[src/rtl/tile_area_mapper_pkg.sv]
// Shared definitions for the tile area mapper slice.
// Holds the default board geometry, the scan coordinate widths, the "no tile"
// area code, and width helpers that the interface, the axis splitter and the
// top use to size their buses.
package tile_pkg;

  localparam int unsigned GRID_DEF  = 4;
  localparam int unsigned TILE_DEF  = 120;
  localparam int unsigned AREA_NONE = 0;
  localparam int unsigned COL_W     = 10;
  localparam int unsigned ROW_W     = 9;

  // Area codes run 1..grid*grid, with 0 reserved for background.
  function automatic int unsigned area_w(input int unsigned grid);
    return $clog2(grid * grid + 1);
  endfunction

  function automatic int unsigned addr_w(input int unsigned tile);
    return $clog2(tile * tile);
  endfunction

  function automatic int unsigned loc_w(input int unsigned tile);
    return $clog2(tile);
  endfunction

  function automatic int unsigned idx_w(input int unsigned grid);
    return (grid > 1) ? $clog2(grid) : 1;
  endfunction

endpackage

[src/rtl/tile_area_mapper_if.sv]
// Coordinate-in / tile-info-out bundle of the tile area mapper.
//   ce, in_valid, col_addr, row_addr        : from the VGA timing side
//   out_valid, area, addr, local_x, local_y,
//   edge_o                                  : to the tile ROM / colour mux
// master = producer of coordinates, slave = the mapper.
interface tile_area_mapper_if
  import tile_pkg::*;
#(
  parameter int unsigned GRID = GRID_DEF,
  parameter int unsigned TILE = TILE_DEF
) ();

  localparam int unsigned AREA_W = area_w(GRID);
  localparam int unsigned ADDR_W = addr_w(TILE);
  localparam int unsigned LOC_W  = loc_w(TILE);

  logic              ce;
  logic              in_valid;
  logic [COL_W-1:0]  col_addr;
  logic [ROW_W-1:0]  row_addr;
  logic              out_valid;
  logic [AREA_W-1:0] area;
  logic [ADDR_W-1:0] addr;
  logic [LOC_W-1:0]  local_x;
  logic [LOC_W-1:0]  local_y;
  logic              edge_o;

  modport master (
    output ce, in_valid, col_addr, row_addr,
    input  out_valid, area, addr, local_x, local_y, edge_o
  );

  modport slave (
    input  ce, in_valid, col_addr, row_addr,
    output out_valid, area, addr, local_x, local_y, edge_o
  );

endinterface

[src/rtl/tile_area_mapper_axis_split.sv]
// One axis of the stage-1 mapping: locates a scan coordinate on the tile grid.
//   coord    : scan coordinate (W bits)
//   idx      : tile index along this axis
//   ofs      : offset inside that tile (meaningful only when in_range)
//   in_range : coordinate lies inside a tile (not before origin, not in a gap,
//              not past the last tile)
// Purely combinational; the top registers the results.
module tile_axis_split
  import tile_pkg::*;
#(
  parameter int unsigned GRID = GRID_DEF,
  parameter int unsigned TILE = TILE_DEF,
  parameter int unsigned GAP  = 0,
  parameter int unsigned ORG  = 0,
  parameter int unsigned W    = COL_W
) (
  input  logic [W-1:0]            coord,
  output logic [idx_w(GRID)-1:0]  idx,
  output logic [loc_w(TILE)-1:0]  ofs,
  output logic                    in_range
);

  localparam int unsigned PITCH = TILE + GAP;
  localparam int unsigned DW    = W + 1;
  localparam int unsigned IDX_W = idx_w(GRID);
  localparam int unsigned LOC_W = loc_w(TILE);

  // The last in-tile pixel (ORG + GRID*PITCH - GAP - 1) must be addressable.
  if (ORG + GRID * PITCH - GAP > (1 << W)) begin : g_fit_check
    $error("tile_axis_split: grid does not fit a %0d-bit coordinate", W);
  end

  // One extra bit so a coordinate left of the origin shows up as negative.
  logic [DW-1:0] dx;
  logic          neg;
  assign dx  = {1'b0, coord} - DW'(ORG);
  assign neg = dx[DW-1];

  // Thermometer compare against every tile start, folded into a priority
  // chain so the highest passed start selects both index and base.
  logic [IDX_W-1:0] idx_c  [GRID];
  logic [DW-1:0]    base_c [GRID];

  assign idx_c[0]  = '0;
  assign base_c[0] = '0;

  for (genvar k = 1; k < GRID; k++) begin : g_cmp
    localparam logic [DW-1:0] BASE = DW'(k * PITCH);
    logic ge;
    assign ge        = !neg && (dx >= BASE);
    assign idx_c[k]  = ge ? IDX_W'(k) : idx_c[k-1];
    assign base_c[k] = ge ? BASE : base_c[k-1];
  end

  logic [DW-1:0] off;
  assign off      = dx - base_c[GRID-1];
  assign in_range = !neg && (off < DW'(TILE));
  assign idx      = idx_c[GRID-1];
  assign ofs      = off[LOC_W-1:0];

endmodule

[src/rtl/tile_area_mapper.sv]
// Two-stage pipelined pixel -> tile mapper.
//   clk, rst_n : pixel clock, asynchronous active-low reset
//   bus        : slave side of tile_area_mapper_if (ce strobe, coordinate in,
//                area code / intra-tile address / local x,y / outline flag out)
// Stage 1 splits each axis into tile index + offset; stage 2 forms the area
// code, the ROM address and the outline flag. Everything advances only on ce.
module tile_area_mapper
  import tile_pkg::*;
#(
  parameter int unsigned GRID  = GRID_DEF,
  parameter int unsigned TILE  = TILE_DEF,
  parameter int unsigned GAP   = 0,
  parameter int unsigned ORG_X = 0,
  parameter int unsigned ORG_Y = 0,
  parameter int unsigned EDGE  = 2
) (
  input logic               clk,
  input logic               rst_n,
  tile_area_mapper_if.slave bus
);

  localparam int unsigned AREA_W = area_w(GRID);
  localparam int unsigned ADDR_W = addr_w(TILE);
  localparam int unsigned LOC_W  = loc_w(TILE);
  localparam int unsigned IDX_W  = idx_w(GRID);

  logic [IDX_W-1:0] tx, ty;
  logic [LOC_W-1:0] ox, oy;
  logic             inx, iny;

  tile_axis_split #(
    .GRID(GRID), .TILE(TILE), .GAP(GAP), .ORG(ORG_X), .W(COL_W)
  ) u_x (
    .coord(bus.col_addr), .idx(tx), .ofs(ox), .in_range(inx)
  );

  tile_axis_split #(
    .GRID(GRID), .TILE(TILE), .GAP(GAP), .ORG(ORG_Y), .W(ROW_W)
  ) u_y (
    .coord(bus.row_addr), .idx(ty), .ofs(oy), .in_range(iny)
  );

  // Stage 1 registers
  logic             v1_q, hit_q;
  logic [IDX_W-1:0] tx_q, ty_q;
  logic [LOC_W-1:0] ox_q, oy_q;

  // Stage 2 next values
  logic [AREA_W-1:0] area_n;
  logic [ADDR_W-1:0] addr_n;
  logic [LOC_W-1:0]  lx_n, ly_n;
  logic              edge_n;

  always_comb begin
    area_n = AREA_W'(AREA_NONE);
    addr_n = '0;
    lx_n   = '0;
    ly_n   = '0;
    edge_n = 1'b0;
    if (hit_q) begin
      area_n = AREA_W'(32'(ty_q) * GRID + 32'(tx_q) + 1);
      addr_n = ADDR_W'(32'(oy_q) * TILE + 32'(ox_q));
      lx_n   = ox_q;
      ly_n   = oy_q;
      // Far-side test written as ofs+EDGE >= TILE so EDGE > TILE cannot wrap.
      edge_n = (32'(ox_q) < EDGE) || (32'(oy_q) < EDGE) ||
               (32'(ox_q) + EDGE >= TILE) || (32'(oy_q) + EDGE >= TILE);
    end
  end

  // Stage 2 registers
  logic              v2_q, edge_q;
  logic [AREA_W-1:0] area_q;
  logic [ADDR_W-1:0] addr_q;
  logic [LOC_W-1:0]  lx_q, ly_q;

  always_ff @(posedge clk or negedge rst_n) begin
    if (!rst_n) begin
      v1_q   <= 1'b0;
      hit_q  <= 1'b0;
      tx_q   <= '0;
      ty_q   <= '0;
      ox_q   <= '0;
      oy_q   <= '0;
      v2_q   <= 1'b0;
      area_q <= '0;
      addr_q <= '0;
      lx_q   <= '0;
      ly_q   <= '0;
      edge_q <= 1'b0;
    end else if (bus.ce) begin
      v1_q   <= bus.in_valid;
      hit_q  <= inx & iny;
      tx_q   <= tx;
      ty_q   <= ty;
      ox_q   <= ox;
      oy_q   <= oy;
      v2_q   <= v1_q;
      area_q <= area_n;
      addr_q <= addr_n;
      lx_q   <= lx_n;
      ly_q   <= ly_n;
      edge_q <= edge_n;
    end
  end

  assign bus.out_valid = v2_q;
  assign bus.area      = area_q;
  assign bus.addr      = addr_q;
  assign bus.local_x   = lx_q;
  assign bus.local_y   = ly_q;
  assign bus.edge_o    = edge_q;

endmodule

[src/flat_wrapper.sv]
// flat-port wrapper written by rule: the top's interface ports become plain ports
module tile_area_mapper_flat import tile_pkg::*;
#(
  parameter int unsigned GRID  = GRID_DEF,
  parameter int unsigned TILE  = TILE_DEF,
  parameter int unsigned GAP   = 0,
  parameter int unsigned ORG_X = 0,
  parameter int unsigned ORG_Y = 0,
  parameter int unsigned EDGE  = 2
)
  (clk, rst_n, bus_ce, bus_in_valid, bus_col_addr, bus_row_addr, bus_out_valid, bus_area, bus_addr, bus_local_x, bus_local_y, bus_edge_o);
  tile_area_mapper_if #(.GRID(GRID), .TILE(TILE)) bus_i ();
  input logic clk;
  input logic rst_n;
  input wire logic [$bits(bus_i.ce)-1:0] bus_ce;
  input wire logic [$bits(bus_i.in_valid)-1:0] bus_in_valid;
  input wire logic [$bits(bus_i.col_addr)-1:0] bus_col_addr;
  input wire logic [$bits(bus_i.row_addr)-1:0] bus_row_addr;
  output wire logic [$bits(bus_i.out_valid)-1:0] bus_out_valid;
  output wire logic [$bits(bus_i.area)-1:0] bus_area;
  output wire logic [$bits(bus_i.addr)-1:0] bus_addr;
  output wire logic [$bits(bus_i.local_x)-1:0] bus_local_x;
  output wire logic [$bits(bus_i.local_y)-1:0] bus_local_y;
  output wire logic [$bits(bus_i.edge_o)-1:0] bus_edge_o;
  assign bus_i.ce = bus_ce;
  assign bus_i.in_valid = bus_in_valid;
  assign bus_i.col_addr = bus_col_addr;
  assign bus_i.row_addr = bus_row_addr;
  assign bus_out_valid = bus_i.out_valid;
  assign bus_area = bus_i.area;
  assign bus_addr = bus_i.addr;
  assign bus_local_x = bus_i.local_x;
  assign bus_local_y = bus_i.local_y;
  assign bus_edge_o = bus_i.edge_o;
  tile_area_mapper #(.GRID(GRID), .TILE(TILE), .GAP(GAP), .ORG_X(ORG_X), .ORG_Y(ORG_Y), .EDGE(EDGE)) u_core (.clk(clk), .rst_n(rst_n), .bus(bus_i));
endmodule
[config.mk]
export PLATFORM = sky130hd
export DESIGN_NAME = tile_area_mapper_flat
export DESIGN_NICKNAME = d
export VERILOG_FILES = /design/src/rtl/tile_area_mapper_pkg.sv /design/src/rtl/tile_area_mapper_if.sv /design/src/rtl/tile_area_mapper_axis_split.sv /design/src/rtl/tile_area_mapper.sv /design/src/flat_wrapper.sv
export SDC_FILE = /design/constraint.sdc
export NUM_CORES = 1
export LEC_CHECK = 0
export CAP_MARGIN = 25
export CORE_MARGIN = 5
export CORE_UTILIZATION = 59
export DETAILED_ROUTE_END_ITERATION = 6
export PLACE_DENSITY = 0.91
export SYNTH_ARGS = -nofsm -noshare
export SYNTH_HDL_FRONTEND = slang
export SYNTH_SLANG_ARGS = --single-unit
export TNS_END_PERCENT = 30
[constraint.sdc]
create_clock -name clk -period 6.2 [get_ports clk]
set_clock_uncertainty 0.1 [all_clocks]
set_input_delay 1.24 -clock clk [delete_from_list [all_inputs] [get_ports clk]]
set_output_delay 1.24 -clock clk [all_outputs]
set_load 0.01 [all_outputs]
# [Word-level counts from Yosys, hierarchy flattened]
# Index checks and enable logic that the tools add are counted.
[word_totals] ff_bits=55 latchBits=0 ramBits=0 mem_bits_ro=0 output_inout_bits=35 word_cells=53 mem_count=0
[classes] addsub=7 mul=1 div=0 n_lt_le_gt_ge=12 n_eq_ne=0 shift=0 mux=17 bitwise_logic=1 reduce_logical=3
[ops] operator=">= comparator 32 x 7 -> 1 bit, second input constant" n=2
[ops] operator="two-way mux 7 bit" n=4
[ops] operator="two-way mux 9 bit" n=2
[ops] operator="adder 7 x 2 -> 8 bit, second input constant" n=2
[ops] operator="two-way mux 8 bit" n=2
[ops] operator="adder 14 x 7 -> 14 bit" n=1
[ops] operator="less-than comparator 7 x 2 -> 1 bit, second input constant" n=2
[ops] operator="two-way mux 14 bit" n=1
[ops] operator="less-than comparator 11 x 7 -> 1 bit, second input constant" n=1
[ops] operator="multiplier 7 x 4 -> 11 bit, second input constant" n=1
[ops] operator="subtractor 10 x 9 -> 11 bit" n=1
[ops] operator=">= comparator 10 x 7 -> 1 bit, second input constant" n=1
[ops] operator=">= comparator 10 x 8 -> 1 bit, second input constant" n=1
[ops] operator=">= comparator 10 x 9 -> 1 bit, second input constant" n=1
[ops] operator="less-than comparator 10 x 7 -> 1 bit, second input constant" n=1
[ops] operator="subtractor 9 x 9 -> 10 bit" n=1
[ops] operator=">= comparator 9 x 7 -> 1 bit, second input constant" n=1
[ops] operator=">= comparator 9 x 8 -> 1 bit, second input constant" n=1
[ops] operator=">= comparator 9 bit, second input constant" n=1
[ops] operator="two-way mux 2 bit" n=4
[ops] operator="adder 4 x 2 -> 5 bit" n=1
[ops] operator="adder 5 x 1 -> 5 bit, second input constant" n=1
[ops] operator="two-way mux 5 bit" n=1
[ops] operator="logical OR 1 bit" n=3
[ops] operator="2 further kinds" n=4

# [Depth between registers and ports, before layout]
# Gate-level depths: netlist (run 1).
[logic_depth] ltp_word=7 mapped_depth=14 depth_no_buf=14

# [Cells and area by module]
# Synthesis (run 1) repeated with hierarchy kept, for this count alone.
[unflattened] cells_unflattened=422 area_unflattened_um2=3933.8
[modules_own_cells] mod="tile_area_mapper" instances=1 cells_each=325 area_each_um2=3214.3 seq_area_each_um2=1301.2
[modules_own_cells] mod="tile_axis_split (u_core.u_x)" instances=1 cells_each=50 area_each_um2=389.1 seq_area_each_um2=0.0
[modules_own_cells] mod="tile_axis_split (u_core.u_y)" instances=1 cells_each=47 area_each_um2=330.3 seq_area_each_um2=0.0

# [Least setup slack after synthesis (run 1)]
# Ideal clock, no wire load.
[synth_timing] path_type="in2reg" start="in bus_col_addr[4]" end="reg u_core.hit_q" setup_ns=0.110 arrival_time_ns=3.439 required_time_ns=5.990 slack_ns=2.550 cell_stages=12 path_buffers=0 cell_sequence="inv_1 -> nor2_1 -> a2111oi_0 -> nand2b_1 -> inv_1 -> fa_1 -> inv_1 -> a21o_1 -> a21oi_1 -> mux2_2 -> nand3_1 -> o41ai_1"
[synth_via] elab_chain_cells=7 word_cells_on_any_way=9 cone_classes="add/sub (1); order compare (4); mux (3); bitwise (1)"
[synth_lines] element="start: declaration" line_no="flat_wrapper.sv:17" source="input wire logic [$bits(bus_i.col_addr)-1:0] bus_col_addr;"
[synth_lines] element=">= comparator 10 x 7 -> 1 bit" line_no="tile_area_mapper_axis_split.sv:50" source="assign ge = !neg && (dx >= BASE);"
[synth_lines] element="two-way mux 7 bit" line_no="tile_area_mapper_axis_split.sv:52" source="assign base_c[k] = ge ? BASE : base_c[k-1];"
[synth_lines] element="two-way mux 8 bit" line_no="tile_area_mapper_axis_split.sv:52"
[synth_lines] element="two-way mux 9 bit" line_no="tile_area_mapper_axis_split.sv:52"
[synth_lines] element="subtractor 10 x 9 -> 11 bit (*)" line_no="tile_area_mapper_axis_split.sv:56" source="assign off = dx - base_c[GRID-1];"
[synth_lines] element="less-than comparator 11 x 7 -> 1 bit (*)" line_no="tile_area_mapper_axis_split.sv:57" source="assign in_range = !neg && (off < DW'(TILE));"
[synth_lines] element="bitwise AND 1 bit (*)" line_no="tile_area_mapper.sv:93" source="hit_q <= inx & iny;"
[synth_lines] element="end signal: assignment" line_no="tile_area_mapper.sv:93"
[synth_lines] element="end: declaration" line_no="tile_area_mapper.sv:44" source="logic v1_q, hit_q;"
# Every way passes the cells marked *; elsewhere a longest branch is shown, timed or not.
# A chain may end at the register's enable or synchronous reset.

# [Worst setup path in the final report (run 1)]
# Ends and elaborated chain as after synthesis.

==> results.sh, run 1 <==
export IMPL_status="finished clean"
export IMPL_synth_compound_area_share_pct=13.5
export IMPL_tightest_slew_ns=0.857
export IMPL_path_cells="clkdlybuf4s50_1 -> inv_1 -> nor2_1 -> a2111oi_0 -> nand2b_1 -> ha_1 -> nor2b_1 -> o21a_1 -> o21ai_1 -> a21oi_1 -> nor3_1 -> o211ai_1 -> o41ai_1"
export IMPL_ys_ff_latch=52
export IMPL_grt_pass1_wl_um=14200
export IMPL_irDropWorstVdd_mv=0.301
export IMPL_cp_arrival_ns=4.54
export IMPL_die_h_um=90.0
export IMPL_synth_xor_area_share_pct=6.00
export IMPL_final_setup_viol_count=0
export IMPL_period_minus_slack_ns=4.42
export IMPL_dr_pass1_iters=4
export IMPL_antenna_found_initial=0
export IMPL_multiInputGateArea_mm2=0.00216
export IMPL_wire_per_inst_um=15.8
export IMPL_grt_overflow_total=0
export IMPL_synthCells=398
export IMPL_routed_via_density=5.62
export IMPL_switchingPower_w=0.000680
export IMPL_place_gp_congestion=0.912
export IMPL_port_buffers=57
export IMPL_cts_tree="built"
export IMPL_first_iter_violations=205
export IMPL_max_freq_mhz=226
export IMPL_fillers=438
export IMPL_synth_adder_area_share_pct=20.3
export IMPL_die_area_mm2=0.00810
export IMPL_drt_wl_total_um=8350
export IMPL_num_rows=29
export IMPL_hold_path_class="flop to flop"
export IMPL_intPower_w=0.000867
export IMPL_syn_nets=474
export IMPL_final_cell_mix="66 x inv_1, 55 x clkdlybuf4s50_1, 52 x dfrtp_1"
export IMPL_combPwrFrac_pct=60.5
export IMPL_maxCapViolations=0
export IMPL_clkLatencyLatePin_ns=0.32
export IMPL_swShare_pct=43.9
export IMPL_cts_max_path_buffers=2
export IMPL_grt_pass1_vias=3004
export IMPL_yosys_warnings=0
export IMPL_static_leakage_power_nw=2.01
export IMPL_place_hpwl_um=6250
export IMPL_core_area_mm2=0.00628
export IMPL_via_count=2965
export IMPL_cts_max_level=2
export IMPL_final_cell_area_mm2=0.00448
export IMPL_ys_types=48
export IMPL_ios=58
export IMPL_slowest_delay_ns=0.78
export IMPL_critical_path_required_ns=6.32
export IMPL_grt_total_usage_pct=20.8
export IMPL_placed_cell_area_mm2=0.00439
export IMPL_synth_seq_area_share_pct=34.4
export IMPL_muxShareOfSynthArea_pct=4.87
export IMPL_cpMaxStageDelayCell="a2111oi_0"
export IMPL_power_frac_seq_pct=25.8
export IMPL_cts_hold_buf=0
export IMPL_cts_buffers=5
export IMPL_root_buffer="clkbuf_8"
export IMPL_critPathMaxFanout=4
export IMPL_ant_nets=0
export IMPL_seq_area_mm2=0.00130
export IMPL_drc_errors=0
export IMPL_rsz0062_at_grt="false"
export IMPL_maxSlewHeadroom_pct=41.4
export IMPL_die_x_um=90.0
export IMPL_postCtsSetupBuffers=0
export IMPL_hold_viol=0
export IMPL_endpoint_kind="flop"
export IMPL_cts_sinks=52
export IMPL_synth_cell_area_mm2=0.00378
export IMPL_synth_top_family_by_area="adder cells"
export IMPL_fin_crit_sh_pct=71.4
export IMPL_synthToLayoutAreaGrowth_pct=18.6
export IMPL_p_per_area_mw_per_mm2=345
export IMPL_n_antenna_cell=0
export IMPL_critPathLaunchType="primary input"
export IMPL_synth_area_per_cell_um2=9.49
export IMPL_drv_slew=0
export IMPL_clkPwrFrac_pct=13.8
export IMPL_finalSetupTns_ns=0
export IMPL_path_class="primary input to flop"
export IMPL_nNetsFinal=526
export IMPL_clkSlewWorstSetupHoldPaths_ns=0.10
export IMPL_cts_resized=0
export IMPL_grt_max_degree=58
export IMPL_drive_above_1_share_pct=6.43
export IMPL_synth_simple_area_share_pct=12.6
export IMPL_final_common_cell="inv_1"
export IMPL_start_util_pct=60.2
-- state kept, by name, indices dropped and copies added, names as in the netlist, 2 cells and up --
register and flops:
u_core.bus.local_y 7, u_core.oy_q 7, u_core.bus.area 5, u_core.ty_q 2, u_core.bus.addr 11, u_core.tx_q 2
u_core.ox_q 7, u_core.bus.local_x 7
-- cell families after synthesis --
family | after synthesis
flip-flops | 52
AO/OA/AOI/OAI | 83
multiplexers | 17
adder cells (fa/ha/maj) | 53
AND/OR/NAND/NOR | 88
buffers and inverters | 80
XOR/XNOR | 25
-- power by group through the flow --
stage	clock, W	combinational (W)	sequential [W]
final	0.000213	0.000935	0.000399
after global routing	0.000229	0.00103	0.000402
after CTS	0.000217	0.000932	0.000398
after detailed placement	0	0.000923	0.000404
after global placement	0	0.000880	0.000402
after floorplan	0	0.000738	0.000396
-- routing by layer --
metal / up-vias / global-route usage [%] / wire length, um
met5: - / 0 / 0
met4: 0 / 7.32 / 157
met3: 20 / 4.92 / 493
met2: 91 / 35.2 / 4200
met1: 1415 / 25.9 / 3490
li1: 1439 / - / -
-- final timing paths --
kind | cells past startpoint | from | slack, ns | end
worst min-delay path | 1 | u_core.v1_q$_DFFE_PN0P_ | 0.41 | u_core.v1_q$_DFFE_PN0P_
max in group asynchronous | 2 | rst_n | 4.64 | u_core.oy_q[3]$_DFFE_PN0P_
worst max register to register | 12 | u_core.oy_q[4]$_DFFE_PN0P_ | 2.28 | u_core.bus.addr[12]$_DFFE_PN0P_
worst max-delay path | 13 | bus_col_addr[4] | 1.78 | u_core.hit_q$_DFFE_PN0P_
min in group asynchronous | 2 | rst_n | 0.90 | u_core.oy_q[2]$_DFFE_PN0P_
worst min register to register | 1 | u_core.v1_q$_DFFE_PN0P_ | 0.41 | u_core.v1_q$_DFFE_PN0P_
-- per-stage QoR --
| stage | total power (W) | hold slack [ns] | worst slack (ns) | util [%] | instances |
|---|---|---|---|---|---|
| 2_1_floorplan | 0.00113 | 0.374 | 2.55 | - | 398 |
| 3_3_place_gp | 0.00128 | 0.384 | 1.93 | 69.9 | 520 |
| 3_5_place_dp | 0.00133 | 0.390 | 1.51 | 69.9 | 520 |
| 4_1_cts | 0.00155 | 0.415 | 1.80 | 71.4 | 528 |
| 5_1_grt | 0.00166 | 0.437 | 1.44 | 71.4 | 528 |
| 6_report | 0.00155 | 0.414 | 1.78 | 71.4 | 528 |
-- worst max-delay path: cells and delay by family --
| family | cells | cell delay (ns) |
|---|---|---|
| fa+ha+maj | 1 | 0.25 |
| compound gates | 6 | 1.80 |
| simple gates | 4 | 0.64 |
| buf+inv | 2 | 0.60 |
-- Yosys cell counts (all sizes together) --
library cell   n  area share (%)
inv           66             6.6
dfrtp         52              34
ha            39              13
o21ai         34             4.5
nand3         22             2.9
xnor2         16             3.9
a21oi         15             2.0
fa            14             7.4
nand2         13             1.3
nor2          13             1.3
nor2b         12             2.0
clkbuf        11             1.1
mux2          11             3.3
o22ai         10             1.8
xor2           9             2.1
nand2b         7             1.2
mux2i          6             1.6
a21o           5            0.99
nand3b         4            0.79
nor3           4            0.53
buf            3            0.60
nor4           3            0.66
or3            3            0.50
a211o          2            0.46
a31o           2            0.46
nand4          2            0.50
o211ai         2            0.40
o31ai          2            0.40
o41ai          2            0.46
or2            2            0.40
a2111oi        1            0.23
a211oi         1            0.33
a22oi          1            0.20
a31oi          1            0.17
and2b          1            0.20
and3           1            0.17
o2111ai        1            0.23
o21a           1            0.20
o21bai         1            0.20
o311ai         1            0.23
o32ai          1            0.23
or4            1            0.20
-- area by class of cell --
type / count / area share (%)
repair buffers: 59 / 12.8
inverters: 66 / 5.53
flip-flops and latches: 52 / 29.0
clock inverters: 3 / 0.614
multi-input cells: 266 / 48.3
well taps: 77 / 2.15
clock buffers: 5 / 1.54
Note: power is estimated with default switching activity, not from simulation.
==> inputs of run 2 (changes only) <==
--- a/config.mk
+++ b/config.mk
@@ -7,9 +7,9 @@
 export LEC_CHECK = 0
 export CAP_MARGIN = 25
 export CORE_MARGIN = 5
-export CORE_UTILIZATION = 59
+export CORE_UTILIZATION = 50
 export DETAILED_ROUTE_END_ITERATION = 6
-export PLACE_DENSITY = 0.91
+export PLACE_DENSITY = 0.83
 export SYNTH_ARGS = -nofsm -noshare
 export SYNTH_HDL_FRONTEND = slang
 export SYNTH_SLANG_ARGS = --single-unit
==> constraint.sdc (replaced) <==
create_clock -name clk -period 3.7 [get_ports clk]
set_clock_uncertainty 0.1 [all_clocks]
set_input_delay 0.74 -clock clk [delete_from_list [all_inputs] [get_ports clk]]
set_output_delay 0.74 -clock clk [all_outputs]
set_load 0.01 [all_outputs]
==> results.sh, run 2 (same netlist as run 1, synthesis figures left out) <==
export IMPL_placed_cell_area_mm2=0.00451
export IMPL_wire_per_inst_um=14.5
export IMPL_root_buffer="clkbuf_8"
export IMPL_maxCapViolations=0
export IMPL_endpoint_kind="flop"
export IMPL_cts_tree="built"
export IMPL_dp_cells=555
export IMPL_n_antenna_cell=0
export IMPL_drt_wl_total_um=8150
export IMPL_final_setup_viol_count=0
export IMPL_grt_pass1_wl_um=14000
export IMPL_grt_busiest_layer="met2"
export IMPL_fin_crit_sh_pct=96.9
export IMPL_final_cell_mix="65 x inv_1, 55 x clkdlybuf4s50_1, 50 x dfrtp_1"
export IMPL_layout_cells_non_filler=563
export IMPL_place_hpwl_um=6410
export IMPL_largest_reg_flops=11
export IMPL_maxSlewHeadroom_pct=45.4
export IMPL_hold_slack_ns=0.339
export IMPL_hold_path_class="primary input to async pin"
export IMPL_dr_pass1_iters=5
export IMPL_antenna_found_initial=0
export IMPL_critical_path_required_ns=3.78
export IMPL_synthToLayoutAreaGrowth_pct=22.3
export IMPL_reg2reg_slack_ns=0.12
export IMPL_use_met2_pct=31.7
export IMPL_max_freq_mhz=279
export IMPL_clkLatencyLatePin_ns=0.31
export IMPL_grt_overflow_total=0
export IMPL_die_x_um=96.9
export IMPL_period_minus_slack_ns=3.58
export IMPL_die_area_mm2=0.00939
export IMPL_drv_slew=0
export IMPL_num_rows=31
export IMPL_nNetsFinal=539
export IMPL_via_count=2970
export IMPL_status="finished clean"
export IMPL_drc_errors=0
export IMPL_ant_nets=0
export IMPL_die_h_um=96.9
export IMPL_critPathMaxFanout=6
export IMPL_hold_viol=0
export IMPL_clkSlewWorstSetupHoldPaths_ns=0.11
export IMPL_met1_usage_pct=21.7
export IMPL_tightest_slew_ns=0.819
export IMPL_first_iter_violations=107
export IMPL_fillers=639
export IMPL_place_gp_congestion=0.894
export IMPL_path_class="flop to flop"
export IMPL_grt_total_usage_pct=17.7
export IMPL_core_area_mm2=0.00729
export IMPL_use_met3_pct=3.67
export IMPL_final_util_pct=63.3
export IMPL_cts_max_level=2
export IMPL_routed_via_density=5.28
export IMPL_grt_max_degree=50
export IMPL_ios=58
export IMPL_start_util_pct=51.8
export IMPL_port_buffers=57
export IMPL_cp_arrival_ns=3.67
export IMPL_drive_above_1_share_pct=9.91
export IMPL_p_per_area_mw_per_mm2=584
export IMPL_cts_buffers=5
export IMPL_final_common_cell="inv_1"
export IMPL_static_leakage_power_nw=2.08
export IMPL_cts_sinks=52
export IMPL_critPathLaunchType="flop"
export IMPL_final_cell_area_mm2=0.00462
export IMPL_postCtsSetupBuffers=0
export IMPL_irDropWorstVdd_mv=0.402
export IMPL_grt_pass1_vias=3058
export IMPL_finalSetupTns_ns=0
export IMPL_cts_max_path_buffers=2
[run 2: power breakdown]
group	switching, W	internal [W]	leakage [nW]	total (W)
Combinational	0.000890	0.000807	1.36	0.00170
Clock	0.000206	0.000139	0.0463	0.000346
Sequential	0.0000467	0.000609	0.675	0.000656
Total	0.00114	0.00155	2.08	0.00270
[run 2: worst paths after layout]
kind | startpoint | to | cells after the start
max in group asynchronous | rst_n | u_core.oy_q[1]$_DFFE_PN0P_ | 2
max reg2reg | u_core.oy_q[2]$_DFFE_PN0P_ | u_core.bus.addr[13]$_DFFE_PN0P_ | 12
min reg2reg | u_core.v1_q$_DFFE_PN0P_ | u_core.v1_q$_DFFE_PN0P_ | 1
min in group clk | u_core.v1_q$_DFFE_PN0P_ | u_core.v1_q$_DFFE_PN0P_ | 1
max | u_core.oy_q[2]$_DFFE_PN0P_ | u_core.bus.addr[13]$_DFFE_PN0P_ | 12
min | rst_n | u_core.bus.local_y[0]$_DFFE_PN0P_ | 1
[run 2: per-stage QoR]
step	power, W	worst slack [ns]
after global placement	0.00227	0.111
after CTS	0.00267	0.0451
after detailed placement	0.00232	-0.0823
final	0.00270	0.116
after floorplan	0.00190	0.234
after global routing	0.00292	-0.0351
[run 2: final cells by class]
class                      count  area (um2)  share of cell area, %
sequential                    52        1300                   28.2
inverter                      66         248                   5.36
multi-input combinational    266        2170                   47.1
tap                           99         124                   2.68
timing repair buffer          72         673                   14.6
clock inverter                 3        27.5                  0.596
clock buffer                   5        68.8                   1.49
[run 2: metal layers]
metal,part of all wire [%],routed length [um]
met1,45,3640
met5,0,0
met4,1.2,101
met3,3.2,260
met2,51,4140
[run 2: critical path, cell delays in order, from the launching register on]
cell and delay [ns]:
dfrtp_2 0.45, inv_1 0.14, fa_1 0.52, fa_1 0.51, inv_1 0.04, ha_1 0.37
nand2_1 0.10, o311ai_1 0.34, o211ai_1 0.16, xor2_1 0.21, nor4_2 0.28, xnor2_1 0.17
o22ai_2 0.08
[run 2: what timing repair did]
action	CTS	global route
gates resized for setup	0	5
setup endpoints to repair	0	3
hold buffers	0	0
